[src/rtl/ptp_round_scheduler.sv]
// ptp_round_scheduler: rotates the PTP master role across masked piezo
// endpoints, gathers slave travel times and streams them out.
module ptp_round_scheduler #(
  parameter int N_NODES       = 4,
  parameter int RST_CYCLES    = 16,
  parameter int ROUND_TIMEOUT = 50000000,
  parameter int REQ_SAMPLES   = 2,
  localparam int IDXW         = $clog2(N_NODES)
) (
  input  logic                   clock,
  input  logic                   reset_n,
  input  logic                   start,
  input  logic                   abort,
  input  logic [N_NODES-1:0]     node_mask,
  input  logic [N_NODES-1:0]     tt_valid,
  input  logic [32*N_NODES-1:0]  tt_data,
  output logic [N_NODES-1:0]     sync_en,
  output logic [N_NODES-1:0]     master_sel,
  output logic                   node_reset,
  output logic                   res_valid,
  input  logic                   res_ready,
  output logic [IDXW-1:0]        res_master,
  output logic [IDXW-1:0]        res_slave,
  output logic [31:0]            res_time,
  output logic                   res_timeout,
  output logic                   busy,
  output logic                   done,
  output logic                   start_err
);

  typedef enum logic [1:0] {
    S_IDLE,
    S_RESET,
    S_COLLECT,
    S_EMIT
  } state_t;

  localparam logic [3:0]  REQ      = 4'(REQ_SAMPLES);
  localparam logic [31:0] RST_LAST = 32'(RST_CYCLES - 1);
  localparam logic [31:0] TO_LAST  = 32'(ROUND_TIMEOUT - 1);

  state_t             state_q;
  state_t             state_n;
  logic [N_NODES-1:0] mask_q;
  logic [N_NODES-1:0] mask_n;
  logic [IDXW-1:0]    master_q;
  logic [IDXW-1:0]    master_n;
  logic [IDXW-1:0]    slave_q;
  logic [IDXW-1:0]    slave_n;
  logic               done_n;
  logic               err_n;
  logic [31:0]        rst_cnt_q;
  logic [31:0]        to_cnt_q;
  logic [3:0]         cnt_q [N_NODES];
  logic [3:0]         cnt_n [N_NODES];
  logic [31:0]        time_q [N_NODES];
  logic [N_NODES-1:0] hit;
  logic [N_NODES-1:0] master_oh;
  logic [N_NODES-1:0] slaves;
  logic               complete;
  logic [IDXW:0]      pop;
  logic [IDXW:0]      first_mst;
  logic [IDXW:0]      first_slv;
  logic [IDXW:0]      next_slv;
  logic [IDXW:0]      next_mst;

  // Lowest set index at or above 'from'; MSB of the result flags a hit.
  function automatic logic [IDXW:0] find_from(
    input logic [N_NODES-1:0] v,
    input logic [IDXW:0]      from
  );
    logic [IDXW:0] r;
    r = '0;
    for (int i = N_NODES - 1; i >= 0; i--) begin
      if (v[i] && i >= int'(from)) begin
        r = {1'b1, IDXW'(i)};
      end
    end
    return r;
  endfunction

  assign master_oh = N_NODES'(1) << master_q;
  assign slaves    = mask_q & ~master_oh;

  assign first_mst = find_from(node_mask, '0);
  assign first_slv = find_from(slaves, '0);
  assign next_slv  = find_from(slaves,
                       (IDXW+1)'(slave_q) + (IDXW+1)'(1));
  assign next_mst  = find_from(mask_q,
                       (IDXW+1)'(master_q) + (IDXW+1)'(1));

  // Population count of the requested mask for start qualification
  always_comb begin
    pop = '0;
    for (int i = 0; i < N_NODES; i++) begin
      pop = pop + (IDXW+1)'(node_mask[i]);
    end
  end

  // Slave report filtering, saturating counts and round completion
  always_comb begin
    hit      = '0;
    complete = 1'b1;
    for (int i = 0; i < N_NODES; i++) begin
      hit[i]   = (state_q == S_COLLECT) && tt_valid[i] && slaves[i];
      cnt_n[i] = cnt_q[i];
      if (hit[i] && cnt_q[i] != REQ) begin
        cnt_n[i] = cnt_q[i] + 4'd1;
      end
      if (slaves[i] && cnt_n[i] != REQ) begin
        complete = 1'b0;
      end
    end
  end

  // Next-state logic and Moore outputs
  always_comb begin
    state_n     = state_q;
    mask_n      = mask_q;
    master_n    = master_q;
    slave_n     = slave_q;
    done_n      = 1'b0;
    err_n       = 1'b0;
    sync_en     = '0;
    master_sel  = '0;
    node_reset  = 1'b0;
    res_valid   = 1'b0;
    res_master  = '0;
    res_slave   = '0;
    res_time    = '0;
    res_timeout = 1'b0;
    busy        = (state_q != S_IDLE);

    if (abort) begin
      state_n = S_IDLE;
    end else begin
      unique case (state_q)
        S_IDLE: begin
          if (start) begin
            if (pop < (IDXW+1)'(2)) begin
              err_n = 1'b1;
            end else begin
              mask_n   = node_mask;
              master_n = first_mst[IDXW-1:0];
              state_n  = S_RESET;
            end
          end
        end
        S_RESET: begin
          if (rst_cnt_q == RST_LAST) begin
            state_n = S_COLLECT;
          end
        end
        S_COLLECT: begin
          if (complete || to_cnt_q == TO_LAST) begin
            state_n = S_EMIT;
            slave_n = first_slv[IDXW-1:0];
          end
        end
        S_EMIT: begin
          if (res_ready) begin
            if (next_slv[IDXW]) begin
              slave_n = next_slv[IDXW-1:0];
            end else if (next_mst[IDXW]) begin
              master_n = next_mst[IDXW-1:0];
              state_n  = S_RESET;
            end else begin
              done_n  = 1'b1;
              state_n = S_IDLE;
            end
          end
        end
        default: state_n = S_IDLE;
      endcase
    end

    unique case (state_q)
      S_RESET: begin
        node_reset = 1'b1;
        master_sel = master_oh;
      end
      S_COLLECT: begin
        sync_en    = mask_q;
        master_sel = master_oh;
      end
      S_EMIT: begin
        master_sel  = master_oh;
        res_valid   = 1'b1;
        res_master  = master_q;
        res_slave   = slave_q;
        res_timeout = (cnt_q[slave_q] != REQ);
        res_time    = res_timeout ? 32'hFFFF_FFFF
                                  : time_q[slave_q];
      end
      default: ;
    endcase
  end

  // Control state and single-cycle status pulses
  always_ff @(posedge clock or negedge reset_n) begin
    if (!reset_n) begin
      state_q   <= S_IDLE;
      mask_q    <= '0;
      master_q  <= '0;
      slave_q   <= '0;
      done      <= 1'b0;
      start_err <= 1'b0;
    end else begin
      state_q   <= state_n;
      mask_q    <= mask_n;
      master_q  <= master_n;
      slave_q   <= slave_n;
      done      <= done_n;
      start_err <= err_n;
    end
  end

  // Round timers and per-node travel-time capture
  always_ff @(posedge clock or negedge reset_n) begin
    if (!reset_n) begin
      rst_cnt_q <= '0;
      to_cnt_q  <= '0;
      for (int i = 0; i < N_NODES; i++) begin
        cnt_q[i]  <= '0;
        time_q[i] <= '0;
      end
    end else begin
      rst_cnt_q <= (state_q == S_RESET) ? rst_cnt_q + 32'd1 : '0;
      to_cnt_q  <= (state_q == S_COLLECT) ? to_cnt_q + 32'd1 : '0;
      for (int i = 0; i < N_NODES; i++) begin
        if (state_q == S_RESET) begin
          cnt_q[i]  <= '0;
          time_q[i] <= '0;
        end else begin
          cnt_q[i] <= cnt_n[i];
          if (hit[i]) begin
            time_q[i] <= tt_data[32*i +: 32];
          end
        end
      end
    end
  end

endmodule

[config.mk]
export PLATFORM = sky130hd
export DESIGN_NAME = ptp_round_scheduler
export DESIGN_NICKNAME = d
export VERILOG_FILES = /design/src/rtl/ptp_round_scheduler.sv
export SDC_FILE = /design/constraint.sdc
export NUM_CORES = 1
export LEC_CHECK = 0
export CAP_MARGIN = 10
export CORE_MARGIN = 4
export CORE_UTILIZATION = 30
export CTS_CLUSTER_DIAMETER = 100
export DETAILED_ROUTE_END_ITERATION = 12
export PLACE_DENSITY = 0.55
export SYNTH_ARGS = -nofsm -noshare
export SYNTH_HDL_FRONTEND = slang
export SYNTH_SLANG_ARGS = --single-unit
[constraint.sdc]
create_clock -name clock -period 3.38 [get_ports clock]
set_clock_uncertainty 0.2 [all_clocks]
set_input_delay 0.507 -clock clock [delete_from_list [all_inputs] [get_ports clock]]
set_output_delay 0.507 -clock clock [all_outputs]
set_load 0.01 [all_outputs]
==> results of run 1 <==
## power by group through the flow
stage	registers, W	clock network [W]	logic, W
detailed placement	0.00340	0	0.00292
CTS	0.00336	0.00271	0.00291
finish	0.00336	0.00262	0.00299
global route	0.00342	0.00283	0.00325
global placement	0.00339	0	0.00290
floorplan	0.00326	0	0.00181
## path summary, 6_finish.rpt
kind | end | slack [ps] | cells past startpoint | from
worst min-delay path | rst_cnt_q[0] | 270 | 1 | rst_cnt_q[0]
worst max register to register | slave_q[1] | 140 | 10 | state_q[0]
max in group asynchronous | to_cnt_q[14] | 1760 | 3 | reset_n
worst max-delay path | res_time[21] | 70 | 7 | cnt_q[7]
worst min register to register | rst_cnt_q[0] | 270 | 1 | rst_cnt_q[0]
min in group asynchronous | state_q[0] | 340 | 2 | reset_n
## cell families (layout without fill, tap and decap cells)
kind of cell,Yosys count,in the layout,synth area share
adders and majority gates,16,16,0.0182
muxes,43,43,0.0736
and+or+nand+nor,542,542,0.223
AOI/OAI and AO/OA,242,242,0.125
DFF,220,220,0.482
xor gates and xnor gates,61,61,0.0468
buffers and inverters,96,298,0.0320
## registers in the layout, summed over array words and instances, names as in the netlist
name / flops
done: 1
state_q: 2
master_q: 2
cnt_q: 16
mask_q: 4
time_q: 128
rst_cnt_q: 32
to_cnt_q: 32
start_err: 1
slave_q: 2
## cell usage in the layout (no fill, tap or decap), drive strengths merged, types with 6 or more instances in the layout
cell type      synthesis  layout
o21ai                 20      20
and4                   8       8
and3                  16      16
clkdlybuf4s50          0     157
xor2                  21      21
clkbuf                65      38
a21boi                10      10
nor2b                 13      13
inv                   21      22
mux4                  32      32
nand4                 11      11
and2                  61      61
mux2i                  6       6
nand3                 42      42
dlygate4sd2            0      32
clkinv                 0       7
nor3                  13      13
nor2                  40      40
o21a                  34      34
buf                   10      40
nor4                  13      13
a211oi                 6       6
nand2b                 6       6
a21oi                145     145
nand2                296     296
or3                   12      12
dfrtp                220     220
ha                    15      15
xnor2                 40      40
## timing repair
action	CTS	global route
endpoints found under the hold margin	62	0
pin swaps	0	1
setup buffers	0	2
gates resized for setup	34	5
hold buffers	1	0
setup endpoints to repair	37	1
cloned	0	1
## through the flow
stage | total power (W) | setup TNS, ps
after floorplan | 0.00508 | 0
after global placement | 0.00629 | -3.34
after detailed placement | 0.00632 | -58.9
after CTS | 0.00898 | 0
after global routing | 0.00950 | 0
final | 0.00897 | 0
## cell type report
class                      count  area, um2
fill                        3763      22700
multi-input combinational    904       5620
sequential                   220       5510
timing repair buffer         231       2290
clock buffer                  37        733
tap                          511        639
inverter                      21       78.8
clock inverter                 9       51.3
## routing by layer
metal | GRT usage | vias to the layer above | share of wire
li1 | - | 4556 | -
met1 | 0.229 | 4719 | 0.46
met2 | 0.269 | 250 | 0.47
met3 | 0.0320 | 37 | 0.059
met4 | 0.0275 | 2 | 0.014
met5 | 0 | - | 0.00038
==> impl_metrics.ini, run 1 <==
[layout]
nets = 1561
drive_gt1_frac = 0.0963
final_cells = 1933
antennaDiodeCount = 0
final_util = 0.397
stdcell_area_um2 = 14900
area_growth_pct = 30.6

[timing]
finalMaxSlewViolations = 0
hold_violations = 0
worstMarginPinSlew_ps = 802
fmax_mhz = 302
setup_slack_ps = 74.2
rsz0062_at_grt = no
min_period_ps = 3310
setup_viol = 0
slew_headroom = 0.465
fin_crit_sh = 0.978
holdWs_ps = 272

[setup_path]
max_stage_delay_ps = 570
crit_path_end_kind = primary output
slowest_stage = or4_4
worstSetupPathType = reg2out
path_cells = or4_4 -> nand3_1 -> o21ai_2 -> buf_4 -> clkbuf_16 -> o21a_1 -> dlygate4sd2_1
cpLargestDelayFamily = simple AND/OR/NAND/NOR gates
critPathRequiredTime_ps = 2670
path_buf_inv = 3
start_kind = flop
worstPathMaxFanout = 16
cp_data_arrival_time_ps = 2600

[clocking]
cts-root-buf = clkbuf_16
h-tree-depth = 1
cts-buffers-inserted = 26
cts_max_path_buffers = 3
clkSinkCount = 220
path_clk_slew_ps = 60
cts_tree = built
worstSkewPairLatency_ps = 520

[global_route]
grt.total_usage = 0.163
grt_pass1_wl_um = 55400
antenna_found_initial = 1
grt_pass1_vias = 10125
grt_overflow = 0
grt_max_degree = 177

[drt]
wl_um = 34500
drtPass1Iterations = 5
drc = 0
avgViaCountPerCell = 4.95
num_vias = 9564
postRouteAntennaNets = 0
drt-initial-drc-count = 583
detail_route.wl_per_cell_um = 17.8

[place]
dpl_cell_area_um2 = 14100
dpl.cell_count = 1883
routabilityCongestion = 0.819
post-place-ws_ps = -32.1
place_hpwl_um = 22500
port_buffers = 190

[die]
core_area_um2 = 37600
die_area_um2 = 41300
placementRows = 71
start_util = 0.304
ios = 191
die_w_um = 203
die_h_um = 203

[logic_synthesis]
yosys-top-cells-count = nand2_1 (296), dfrtp_1 (220), a21oi_1 (145), clkbuf_1 (65), and2_1 (61)
async_reset_ff_frac = 1.00
synth_top_cell_by_area = dfrtp_1
yosysUniqueCellTypes = 56
synth_area_leaders = dfrtp_1 (48%), nand2_1 (9.7%), a21oi_1 (6.4%)
synth-edff-count = 0
syn_area_per_cell_um2 = 9.36
syn_area_um2 = 11400
yosysSeqAreaShare = 0.482
yosysTopAreaCellShare = 0.482
synth_nets = 1377
syn_inst = 1220
ys.flop_type = dfrtp_1
synth.most_common_cell = nand2_1
synth-seq-cells = 220
yosysWarnings = 0

[power]
p_clk_frac = 0.292
p_sw_w = 0.00312
power.static_leakage_nw = 6.32
pwr-share-seq = 0.375
pwr-share-comb = 0.333
swShare = 0.348
cell_internal_pwr_w = 0.00586
power.density_nw_per_um2 = 601
ir_worst_vdd_uv = 398

[job]
drv_cap = 0

[worst_hold_path]
hold_class = reg2reg

[run_status]
outcome = completed
(Power assumes the default switching activity.)
==> run 2: changes to the inputs <==
CORE_ASPECT_RATIO = 0.9   (was default)
CORE_MARGIN = default   (was 4)
CORE_UTILIZATION = 39   (was 30)
PLACE_DENSITY = 0.67   (was 0.55)
==> impl_metrics.ini, run 2 (synthesized netlist as in run 1, its figures left out) <==
[run_status]
outcome = completed

[setup_path]
worstPathMaxFanout = 15
critPathRequiredTime_ps = 2670
path_cells = or4_4 -> nand3_2 -> o21ai_2 -> buf_12 -> o21a_1 -> clkdlybuf4s50_1
slowest_stage = or4_4
path_buf_inv = 2
cp_data_arrival_time_ps = 2580
cpLargestDelayFamily = simple AND/OR/NAND/NOR gates
worstSetupPathType = reg2out
crit_path_end_kind = primary output
start_kind = flop
max_stage_delay_ps = 570

[drt]
drc = 0
num_vias = 9746
top_layer = met4
detail_route.wl_per_cell_um = 18.0
avgViaCountPerCell = 5.34
drtPass1Iterations = 6
drt-initial-drc-count = 643
wl_um = 32900
dr_wl_met3_um = 1700
dr_wl_met2_um = 15700
postRouteAntennaNets = 0
met1_length_um = 14800

[die]
start_util = 0.396
core_area_um2 = 28900
placementRows = 59
ios = 191
die_area_um2 = 30000
die_w_um = 182
die_h_um = 164

[timing]
min_period_ps = 3290
finalMaxSlewViolations = 0
hold_violations = 0
fmax_mhz = 304
fin_crit_sh = 0.973
worstMarginPinSlew_ps = 777
rsz0062_at_grt = yes
holdWs_ps = 275
tns_ps = 0
setup_slack_ps = 91.0
slew_headroom = 0.482
setup_viol = 0

[worst_hold_path]
hold_class = reg2reg

[place]
dpl.cell_count = 1769
post-place-ws_ps = -17.1
place_hpwl_um = 21500
port_buffers = 190
routabilityCongestion = 0.833

[clocking]
clkSinkCount = 220
cts_tree = built
cts-buffers-inserted = 26
worstSkewPairLatency_ps = 530
h-tree-depth = 1
cts-root-buf = clkbuf_16
path_clk_slew_ps = 60
cts_max_path_buffers = 3

[layout]
nets = 1562
largest_registers = time_q x128, rst_cnt_q x32, to_cnt_q x32
largest_register_ffs = 128
final_common_cell = nand2_1
final_cells = 1824
top_register = time_q
fill_cells = 2655
area_growth_pct = 30.6
final_cell_mix = nand2_1 (296), dfrtp_1 (216), clkdlybuf4s50_1 (161), a21oi_1 (144), and2_1 (61)
drive_gt1_frac = 0.0983

[global_route]
grt.total_usage = 0.219
grt_overflow = 0
antenna_found_initial = 0
grt_max_degree = 79
grt_pass1_vias = 9581
grt_pass1_wl_um = 51400

[power]
power.static_leakage_nw = 6.56
p_clk_frac = 0.307
pwr-share-seq = 0.372
pwr-share-comb = 0.320
ir_worst_vdd_uv = 367
power.density_nw_per_um2 = 611
swShare = 0.339
fin_total_pwr_w = 0.00912
cell_internal_pwr_w = 0.00602
p_sw_w = 0.00310

[job]
drv_cap = 0
==> run 2: cell count changes in the layout (fill, tap and decap cells not counted), sizes merged <==
cell           change
clkbuf             +2
clkinvlp           -1
dlygate4sd2       -22
clkinv             -2
buf                +1
dlymetal6s2s      +17
diode              +4
clkdlybuf4s15      +1
bufinv             +2
clkdlybuf4s50      +4
==> run 2: worst paths after layout <==
| path | from | depth (start not counted) | slack (ps) | endpoint |
|---|---|---|---|---|
| setup / recovery | cnt_q[7] | 6 | 90 | res_time[29] |
| hold / removal | rst_cnt_q[0] | 1 | 280 | rst_cnt_q[0] |
| setup reg to reg | cnt_q[4] | 10 | 130 | slave_q[0] |
| hold reg to reg | rst_cnt_q[0] | 1 | 280 | rst_cnt_q[0] |
| max in group asynchronous | reset_n | 3 | 1820 | rst_cnt_q[19] |
| min in group asynchronous | reset_n | 2 | 350 | start_err |
==> run 2: timing repair <==
item                                    CTS  global route
endpoints found under the hold margin    75             0
gates cloned                              0             1
pin swaps                                 0             0
hold buffers                              1             0
setup buffers                             1             1
endpoints found under the setup margin   33            23
resized for setup                        12            23
==> run 2: worst register-to-register path: cells and delay by family, from the launching register on <==
family                     cells  cell delay, ps
buffers and inverters          2             240
and+or+nand+nor                3             990
adders and majority gates      1             180
DFF                            1             370
muxes                          1             300
AOI/OAI and AO/OA              3             850
==> run 2: metal layers <==
| layer | track usage | vias up |
|---|---|---|
| li1 | - | 4572 |
| met1 | 0.301 | 4841 |
| met2 | 0.354 | 283 |
| met3 | 0.0339 | 50 |
| met4 | 0.0710 | 0 |
| met5 | 0 | - |
==> run 2: power by group through the flow <==
stage / Combinational, W / Clock, W / Sequential, W
2_1_floorplan: 0.00181 / 0 / 0.00326
3_3_place_gp: 0.00281 / 0 / 0.00341
3_5_place_dp: 0.00284 / 0 / 0.00343
4_1_cts: 0.00286 / 0.00285 / 0.00338
5_1_grt: 0.00319 / 0.00294 / 0.00345
6_report: 0.00292 / 0.00280 / 0.00340
==> run 2: final cells by class <==
type / count / area, um2 / share of cell area
flip-flops and latches: 220 / 5510 / 0.369
clock inverters: 8 / 105 / 0.00705
diodes: 4 / 10.0 / 0.000671
inverters: 21 / 78.8 / 0.00528
repair buffers: 232 / 2360 / 0.158
multi-input cells: 904 / 5610 / 0.376
clock buffers: 39 / 749 / 0.0502
well taps: 396 / 495 / 0.0332
==> run 2: stage by stage <==
| step | util | area, um2 |
|---|---|---|
| floorplan | - | 11400 |
| global placement | 0.483 | 14000 |
| detailed placement | 0.483 | 14000 |
| CTS | 0.513 | 14800 |
| global route | 0.516 | 14900 |
| finish | 0.517 | 14900 |
